[src/rtl/apb_xfer_ctrl_if.sv]
// LSU-side request/response and APB bus signals of the transfer sequencer.
interface apb_xfer_ctrl_if;
  logic        req_vld;
  logic        req_wr;
  logic [15:0] req_addr;
  logic [31:0] req_wdata;
  logic [3:0]  req_strb;
  logic        rsp_vld;
  logic [31:0] rsp_rdata;
  logic        rsp_err;
  logic        stall_req;
  logic [3:0]  PSEL;
  logic        PENABLE;
  logic        PWRITE;
  logic [15:0] PADDR;
  logic [31:0] PWDATA;
  logic [3:0]  PSTRB;
  logic        PREADY;
  logic        PSLVERR;
  logic [31:0] PRDATA;

  modport master (
    input  req_vld, req_wr, req_addr,
    input  req_wdata, req_strb,
    input  PREADY, PSLVERR, PRDATA,
    output rsp_vld, rsp_rdata, rsp_err,
    output stall_req,
    output PSEL, PENABLE, PWRITE,
    output PADDR, PWDATA, PSTRB
  );

  modport slave (
    output req_vld, req_wr, req_addr,
    output req_wdata, req_strb,
    output PREADY, PSLVERR, PRDATA,
    input  rsp_vld, rsp_rdata, rsp_err,
    input  stall_req,
    input  PSEL, PENABLE, PWRITE,
    input  PADDR, PWDATA, PSTRB
  );
endinterface

[src/rtl/apb_xfer_ctrl.sv]
// APB master sequencer: LSU request -> SETUP/ACCESS transfer,
// with wait states, decode-miss and timeout abort, pipeline stall.
module apb_xfer_ctrl #(
  parameter int unsigned TIMEOUT = 255,
  parameter logic [1:0]  PBASE   = 2'b10
) (
  input  logic            clk,
  input  logic            rst_n,
  apb_xfer_ctrl_if.master bus
);
  typedef enum logic [1:0] {
    IDLE, SETUP, ACCESS, RESP
  } state_t;

  localparam logic [7:0] TMO = 8'(TIMEOUT);

  state_t      state_q, state_d;
  logic [7:0]  cnt_q, cnt_d;
  logic [3:0]  psel_q, psel_d;
  logic        pen_q, pen_d;
  logic        pwr_q, pwr_d;
  logic [15:0] paddr_q, paddr_d;
  logic [31:0] pwdata_q, pwdata_d;
  logic [3:0]  pstrb_q, pstrb_d;
  logic        rvld_q, rvld_d;
  logic [31:0] rdata_q, rdata_d;
  logic        rerr_q, rerr_d;

  always_comb begin
    state_d  = state_q;
    cnt_d    = cnt_q;
    pwr_d    = pwr_q;
    paddr_d  = paddr_q;
    pwdata_d = pwdata_q;
    pstrb_d  = pstrb_q;
    rvld_d   = 1'b0;
    rdata_d  = '0;
    rerr_d   = 1'b0;
    unique case (state_q)
      IDLE: begin
        if (bus.req_vld) begin
          if (bus.req_addr[15:14] == PBASE) begin
            state_d  = SETUP;
            cnt_d    = '0;
            pwr_d    = bus.req_wr;
            paddr_d  = bus.req_addr;
            pwdata_d = bus.req_wdata;
            pstrb_d  = bus.req_strb;
          end else begin
            state_d = RESP;
            rvld_d  = 1'b1;
            rerr_d  = 1'b1;
          end
        end
      end
      SETUP: state_d = ACCESS;
      ACCESS: begin
        if (bus.PREADY) begin
          state_d = RESP;
          rvld_d  = 1'b1;
          rerr_d  = bus.PSLVERR;
          rdata_d = pwr_q ? '0 : bus.PRDATA;
        end else if (cnt_q == TMO) begin
          state_d = RESP;
          rvld_d  = 1'b1;
          rerr_d  = 1'b1;
        end else begin
          cnt_d = cnt_q + 8'd1;
        end
      end
      RESP: state_d = IDLE;
      default: state_d = IDLE;
    endcase
  end

  // Bus controls follow the next state so they are registered outputs.
  always_comb begin
    psel_d = '0;
    pen_d  = 1'b0;
    if (state_d == SETUP || state_d == ACCESS)
      psel_d = 4'b0001 << paddr_d[13:12];
    if (state_d == ACCESS)
      pen_d = 1'b1;
  end

  always_ff @(posedge clk or negedge rst_n) begin
    if (!rst_n) begin
      state_q  <= IDLE;
      cnt_q    <= '0;
      psel_q   <= '0;
      pen_q    <= 1'b0;
      pwr_q    <= 1'b0;
      paddr_q  <= '0;
      pwdata_q <= '0;
      pstrb_q  <= '0;
      rvld_q   <= 1'b0;
      rdata_q  <= '0;
      rerr_q   <= 1'b0;
    end else begin
      state_q  <= state_d;
      cnt_q    <= cnt_d;
      psel_q   <= psel_d;
      pen_q    <= pen_d;
      pwr_q    <= pwr_d;
      paddr_q  <= paddr_d;
      pwdata_q <= pwdata_d;
      pstrb_q  <= pstrb_d;
      rvld_q   <= rvld_d;
      rdata_q  <= rdata_d;
      rerr_q   <= rerr_d;
    end
  end

  // Gated by rst_n so a held request cannot stall a core in reset.
  assign bus.stall_req = rst_n &
    ((state_q == IDLE & bus.req_vld) |
     state_q == SETUP | state_q == ACCESS);

  assign bus.PSEL      = psel_q;
  assign bus.PENABLE   = pen_q;
  assign bus.PWRITE    = pwr_q;
  assign bus.PADDR     = paddr_q;
  assign bus.PWDATA    = pwdata_q;
  assign bus.PSTRB     = pstrb_q;
  assign bus.rsp_vld   = rvld_q;
  assign bus.rsp_rdata = rdata_q;
  assign bus.rsp_err   = rerr_q;
endmodule

[src/flat_wrapper.sv]
// flat-port wrapper written by rule: the top's interface ports become plain ports
module apb_xfer_ctrl_flat 
#(
  parameter int unsigned TIMEOUT = 255,
  parameter logic [1:0]  PBASE   = 2'b10
)
  (clk, rst_n, bus_req_vld, bus_req_wr, bus_req_addr, bus_req_wdata, bus_req_strb, bus_PREADY, bus_PSLVERR, bus_PRDATA, bus_rsp_vld, bus_rsp_rdata, bus_rsp_err, bus_stall_req, bus_PSEL, bus_PENABLE, bus_PWRITE, bus_PADDR, bus_PWDATA, bus_PSTRB);
  apb_xfer_ctrl_if bus_i ();
  input  logic clk;
  input  logic rst_n;
  input wire logic [$bits(bus_i.req_vld)-1:0] bus_req_vld;
  input wire logic [$bits(bus_i.req_wr)-1:0] bus_req_wr;
  input wire logic [$bits(bus_i.req_addr)-1:0] bus_req_addr;
  input wire logic [$bits(bus_i.req_wdata)-1:0] bus_req_wdata;
  input wire logic [$bits(bus_i.req_strb)-1:0] bus_req_strb;
  input wire logic [$bits(bus_i.PREADY)-1:0] bus_PREADY;
  input wire logic [$bits(bus_i.PSLVERR)-1:0] bus_PSLVERR;
  input wire logic [$bits(bus_i.PRDATA)-1:0] bus_PRDATA;
  output wire logic [$bits(bus_i.rsp_vld)-1:0] bus_rsp_vld;
  output wire logic [$bits(bus_i.rsp_rdata)-1:0] bus_rsp_rdata;
  output wire logic [$bits(bus_i.rsp_err)-1:0] bus_rsp_err;
  output wire logic [$bits(bus_i.stall_req)-1:0] bus_stall_req;
  output wire logic [$bits(bus_i.PSEL)-1:0] bus_PSEL;
  output wire logic [$bits(bus_i.PENABLE)-1:0] bus_PENABLE;
  output wire logic [$bits(bus_i.PWRITE)-1:0] bus_PWRITE;
  output wire logic [$bits(bus_i.PADDR)-1:0] bus_PADDR;
  output wire logic [$bits(bus_i.PWDATA)-1:0] bus_PWDATA;
  output wire logic [$bits(bus_i.PSTRB)-1:0] bus_PSTRB;
  assign bus_i.req_vld = bus_req_vld;
  assign bus_i.req_wr = bus_req_wr;
  assign bus_i.req_addr = bus_req_addr;
  assign bus_i.req_wdata = bus_req_wdata;
  assign bus_i.req_strb = bus_req_strb;
  assign bus_i.PREADY = bus_PREADY;
  assign bus_i.PSLVERR = bus_PSLVERR;
  assign bus_i.PRDATA = bus_PRDATA;
  assign bus_rsp_vld = bus_i.rsp_vld;
  assign bus_rsp_rdata = bus_i.rsp_rdata;
  assign bus_rsp_err = bus_i.rsp_err;
  assign bus_stall_req = bus_i.stall_req;
  assign bus_PSEL = bus_i.PSEL;
  assign bus_PENABLE = bus_i.PENABLE;
  assign bus_PWRITE = bus_i.PWRITE;
  assign bus_PADDR = bus_i.PADDR;
  assign bus_PWDATA = bus_i.PWDATA;
  assign bus_PSTRB = bus_i.PSTRB;
  apb_xfer_ctrl #(.TIMEOUT(TIMEOUT), .PBASE(PBASE)) u_core (.clk(clk), .rst_n(rst_n), .bus(bus_i));
endmodule
[config.mk]
export PLATFORM = sky130hd
export DESIGN_NAME = apb_xfer_ctrl_flat
export DESIGN_NICKNAME = d
export VERILOG_FILES = /design/src/rtl/apb_xfer_ctrl_if.sv /design/src/rtl/apb_xfer_ctrl.sv /design/src/flat_wrapper.sv
export SDC_FILE = /design/constraint.sdc
export NUM_CORES = 1
export LEC_CHECK = 0
export ABC_AREA = 0
export ABC_CLOCK_PERIOD_IN_PS = 2100
export CORE_MARGIN = 2
export CORE_UTILIZATION = 54
export DETAILED_ROUTE_END_ITERATION = 10
export DONT_BUFFER_PORTS = 1
export GPL_ROUTABILITY_DRIVEN = 0
export GPL_TIMING_DRIVEN = 1
export PLACE_DENSITY_LB_ADDON = 0.12
export SYNTH_ARGS = -nofsm -noshare
export SYNTH_HDL_FRONTEND = slang
export SYNTH_SLANG_ARGS = --single-unit
[constraint.sdc]
create_clock -name clk -period 2.1 [get_ports clk]
set_input_delay 0.315 -clock clk [delete_from_list [all_inputs] [get_ports clk]]
set_output_delay 0.315 -clock clk [all_outputs]
set_load 0.02 [all_outputs]
==> results.toml <==
[floorplan]
die_w_um = 89.05
die_area_mm2 = 0.007930
fp-row-count = 31
die_y_um = 89.05
io_pins = 183
core_mm2 = 0.007137
initial_core_util_pct = 54.73

[routing]
ant_nets = 0
drt-met1-wl_um = 2776
wl_met2_um = 3316
wire_per_inst_um = 18.26
drc = 0
vias = 2104
wl_met3_um = 774
drtIter0Drc = 59
routed_wl_um = 6993
vias_per_cell = 5.493
drt_pass1_iterations = 4
highest_layer = "met4"

[synth]
synth.most_common_cell = "dfrtp_1"
netlist.area_leader.share_pct = 65.34
synthXorXnorAreaFrac_pct = 0.4484
synthMuxAreaShare_pct = 15.86
syn-num-nets = 367
ys_ff_latch = 102
synth_top_family_by_area = "multiplexers"
synth_fa_ha_area_share_pct = 1.922
synth_cell_types = 36
avgSynthCellArea_um2 = 14.41
synth-simple-area-share_pct = 10.99
ys.flop_type = "dfrtp_1"
seq_area_frac_synth_pct = 65.34
async_reset_ff_share_pct = 100.0
synth_area_leader_cell = "dfrtp_1"
synthTopCellsByCount = "102 x dfrtp_1, 50 x mux2_2, 35 x and2_1"
synth_area_leaders = "dfrtp_1 65%, mux2_2 14%, and2_1 5.6%, ha_1 1.9%, buf_6 1.2%"
yosysWarnings = 0
synth_compound_area_share_pct = 2.947
synth_edf_count = 0
synth_area_mm2 = 0.003906
netlist_instances = 271

[timing]
hold_violations = 102
maxSlewViolCount = 0
tightest_slew_ps = 367.4
holdWs_ps = -353.9
setup_ws_ps = 91.37
slew_headroom_pct = 75.16
fmax_ghz = 0.4979
grt_setup_unrepaired = "yes"
period_share_pct = 95.65
final.setup.tns_ps = 0
period_minus_slack_ps = 2009
setup_violations = 0
skew_ps = 9.378

[global_routing]
grt_max_degree = 104
grt_pass1_wl_um = 9701
antenna_found_initial = 0
grt_usage_pct = 16.66
first_global_vias = 1987
gr-total-overflow = 0

[hold_path]
hold_path.class = "in2async"

[placement]
post_dp_cell_area_mm2 = 0.004013
pre_cts_ws_ps = 21.57
dp_hpwl_um = 5010
port_buffers = 0

[setup_path]
worstRegToRegCells = 8
r2r_slack_ps = 90
critPathMaxFanout = 3
crit_start = "u_core.cnt_q[0]"
cp.arrival_ps = 2300
critical_path_class = "reg2reg"
timing.rr.end = "u_core.bus.PSEL[2]"
start_kind = "flip-flop"
critPathRequiredTime_ps = 2390
r2r-start = "u_core.cnt_q[0]"
worstSetupEndpointType = "flip-flop"

[status]
status = "finished, violations left"
violations = "hold timing"

[pwr]
power_frac_seq_pct = 61.1
p_sw_share_pct = 38.47
power.internal_mw = 3.922
power.leakage_nw = 1.987
comb_power_share_pct = 20.3
powerDensity_mw_per_mm2 = 1509
switching_power_mw = 2.453
ir_drop_uv = 596.9
pwr-share-clk_pct = 18.6

[cts]
clk_pin_slew_ps = 90
numCtsBuffers = 9
cts_tree = "yes"
clockRootBuffer = "clkbuf_8"
cts_sinks = 102
cts_buffer_depth = 2
cts-htree-levels = 3
clk-insertion-delay-late_ps = 350

[cells_and_area]
syn2layout_area_growth_pct = 8.136
diodes = 0
final_nets = 375
utilization_pct = 59.19
drive_gt1_share_pct = 27.11
final_area_mm2 = 0.004224

[run]
cap_viol_max_count = 0
per-stage QoR:
stage	total power, mW	instances	hold slack [ps]
floorplan	4.812	271	19.41
global placement	5.130	366	21.30
detailed placement	5.200	366	21.79
CTS	6.393	382	-377.8
global route	6.740	383	-376.2
finish	6.375	383	-353.9
power by group through the flow:
stage	Clock, mW	Combinational [mW]	Sequential, mW
6_report	1.18	1.30	3.90
4_1_cts	1.23	1.25	3.92
5_1_grt	1.29	1.44	4.00
3_3_place_gp	0	1.19	3.94
3_5_place_dp	0	1.25	3.95
2_1_floorplan	0	1.02	3.79
state kept, by name (all words and copies together) (netlist names):
name	count
u_core.bus.PWDATA	32
u_core.bus.rsp_rdata	32
u_core.bus.PADDR	16
u_core.cnt_q	8
u_core.bus.PSEL	4
u_core.bus.PSTRB	4
u_core.state_q	2
u_core.bus.PENABLE	1
u_core.bus.PWRITE	1
u_core.bus.rsp_err	1
u_core.bus.rsp_vld	1
worst max-delay path, stage by stage, from the launching register on:
cell and delay [ps]:
dfrtp_1 400, ha_1 210, and3_1 190, a21o_1 200, mux2_2 270, o22ai_1 130, ha_1 280, nand2b_4 160
nor2_2 100
placed cells by master, fill, tap and decap left out, types with 3 or more instances in the layout:
cell,instances
and2_1,35
buf_4,6
clkbuf_8,9
dfrtp_1,102
ha_1,6
inv_1,6
mux2_2,50
nand2_1,9
nand2b_1,3
nand3_1,6
nor2b_1,3
o21ai_0,5
o21ai_1,3
cell type report:
cell class | instances | area (um2)
inverter | 6 | 22.52
clock inverter | 5 | 60.06
sequential | 102 | 2552
tap | 99 | 123.9
clock buffer | 11 | 131.4
multi-input combinational | 153 | 1269
fill | 589 | 2913
timing repair buffer | 7 | 65.06
cell families (layout without fill, tap and decap cells):
kind of cell | count (synthesis) | count (layout)
mux | 54 | 54
simple gates | 73 | 73
buf+inv | 16 | 29
xor+xnor | 2 | 2
flops | 102 | 102
fa+ha+maj | 6 | 6
compound gates | 18 | 18
worst max path at each step:
stage	to	slack, ps	cells after the start
final	u_core.bus.PSEL[2]	90	8
after floorplan	u_core.bus.PSEL[0]	130	8
after detailed placement	u_core.bus.PSEL[2]	20	8
after CTS	u_core.bus.PSEL[2]	5	8
after global placement	u_core.bus.PSEL[2]	130	8
after global routing	u_core.bus.PSEL[2]	-10	8
timing repair:
| action | CTS | global route |
|---|---|---|
| buffers inserted | 0 | 1 |
| endpoints found under the hold margin | 102 | 102 |
| resized for setup | 0 | 3 |
| endpoints found under the setup margin | 0 | 5 |
metal layers:
metal  vias up  global-route usage, %
li1        937                      -
met2       122                  25.64
met4         0                  9.362
met3        10                  7.018
met1      1035                  19.82
met5         -                      0
Power figures use the tool's default switching activity.
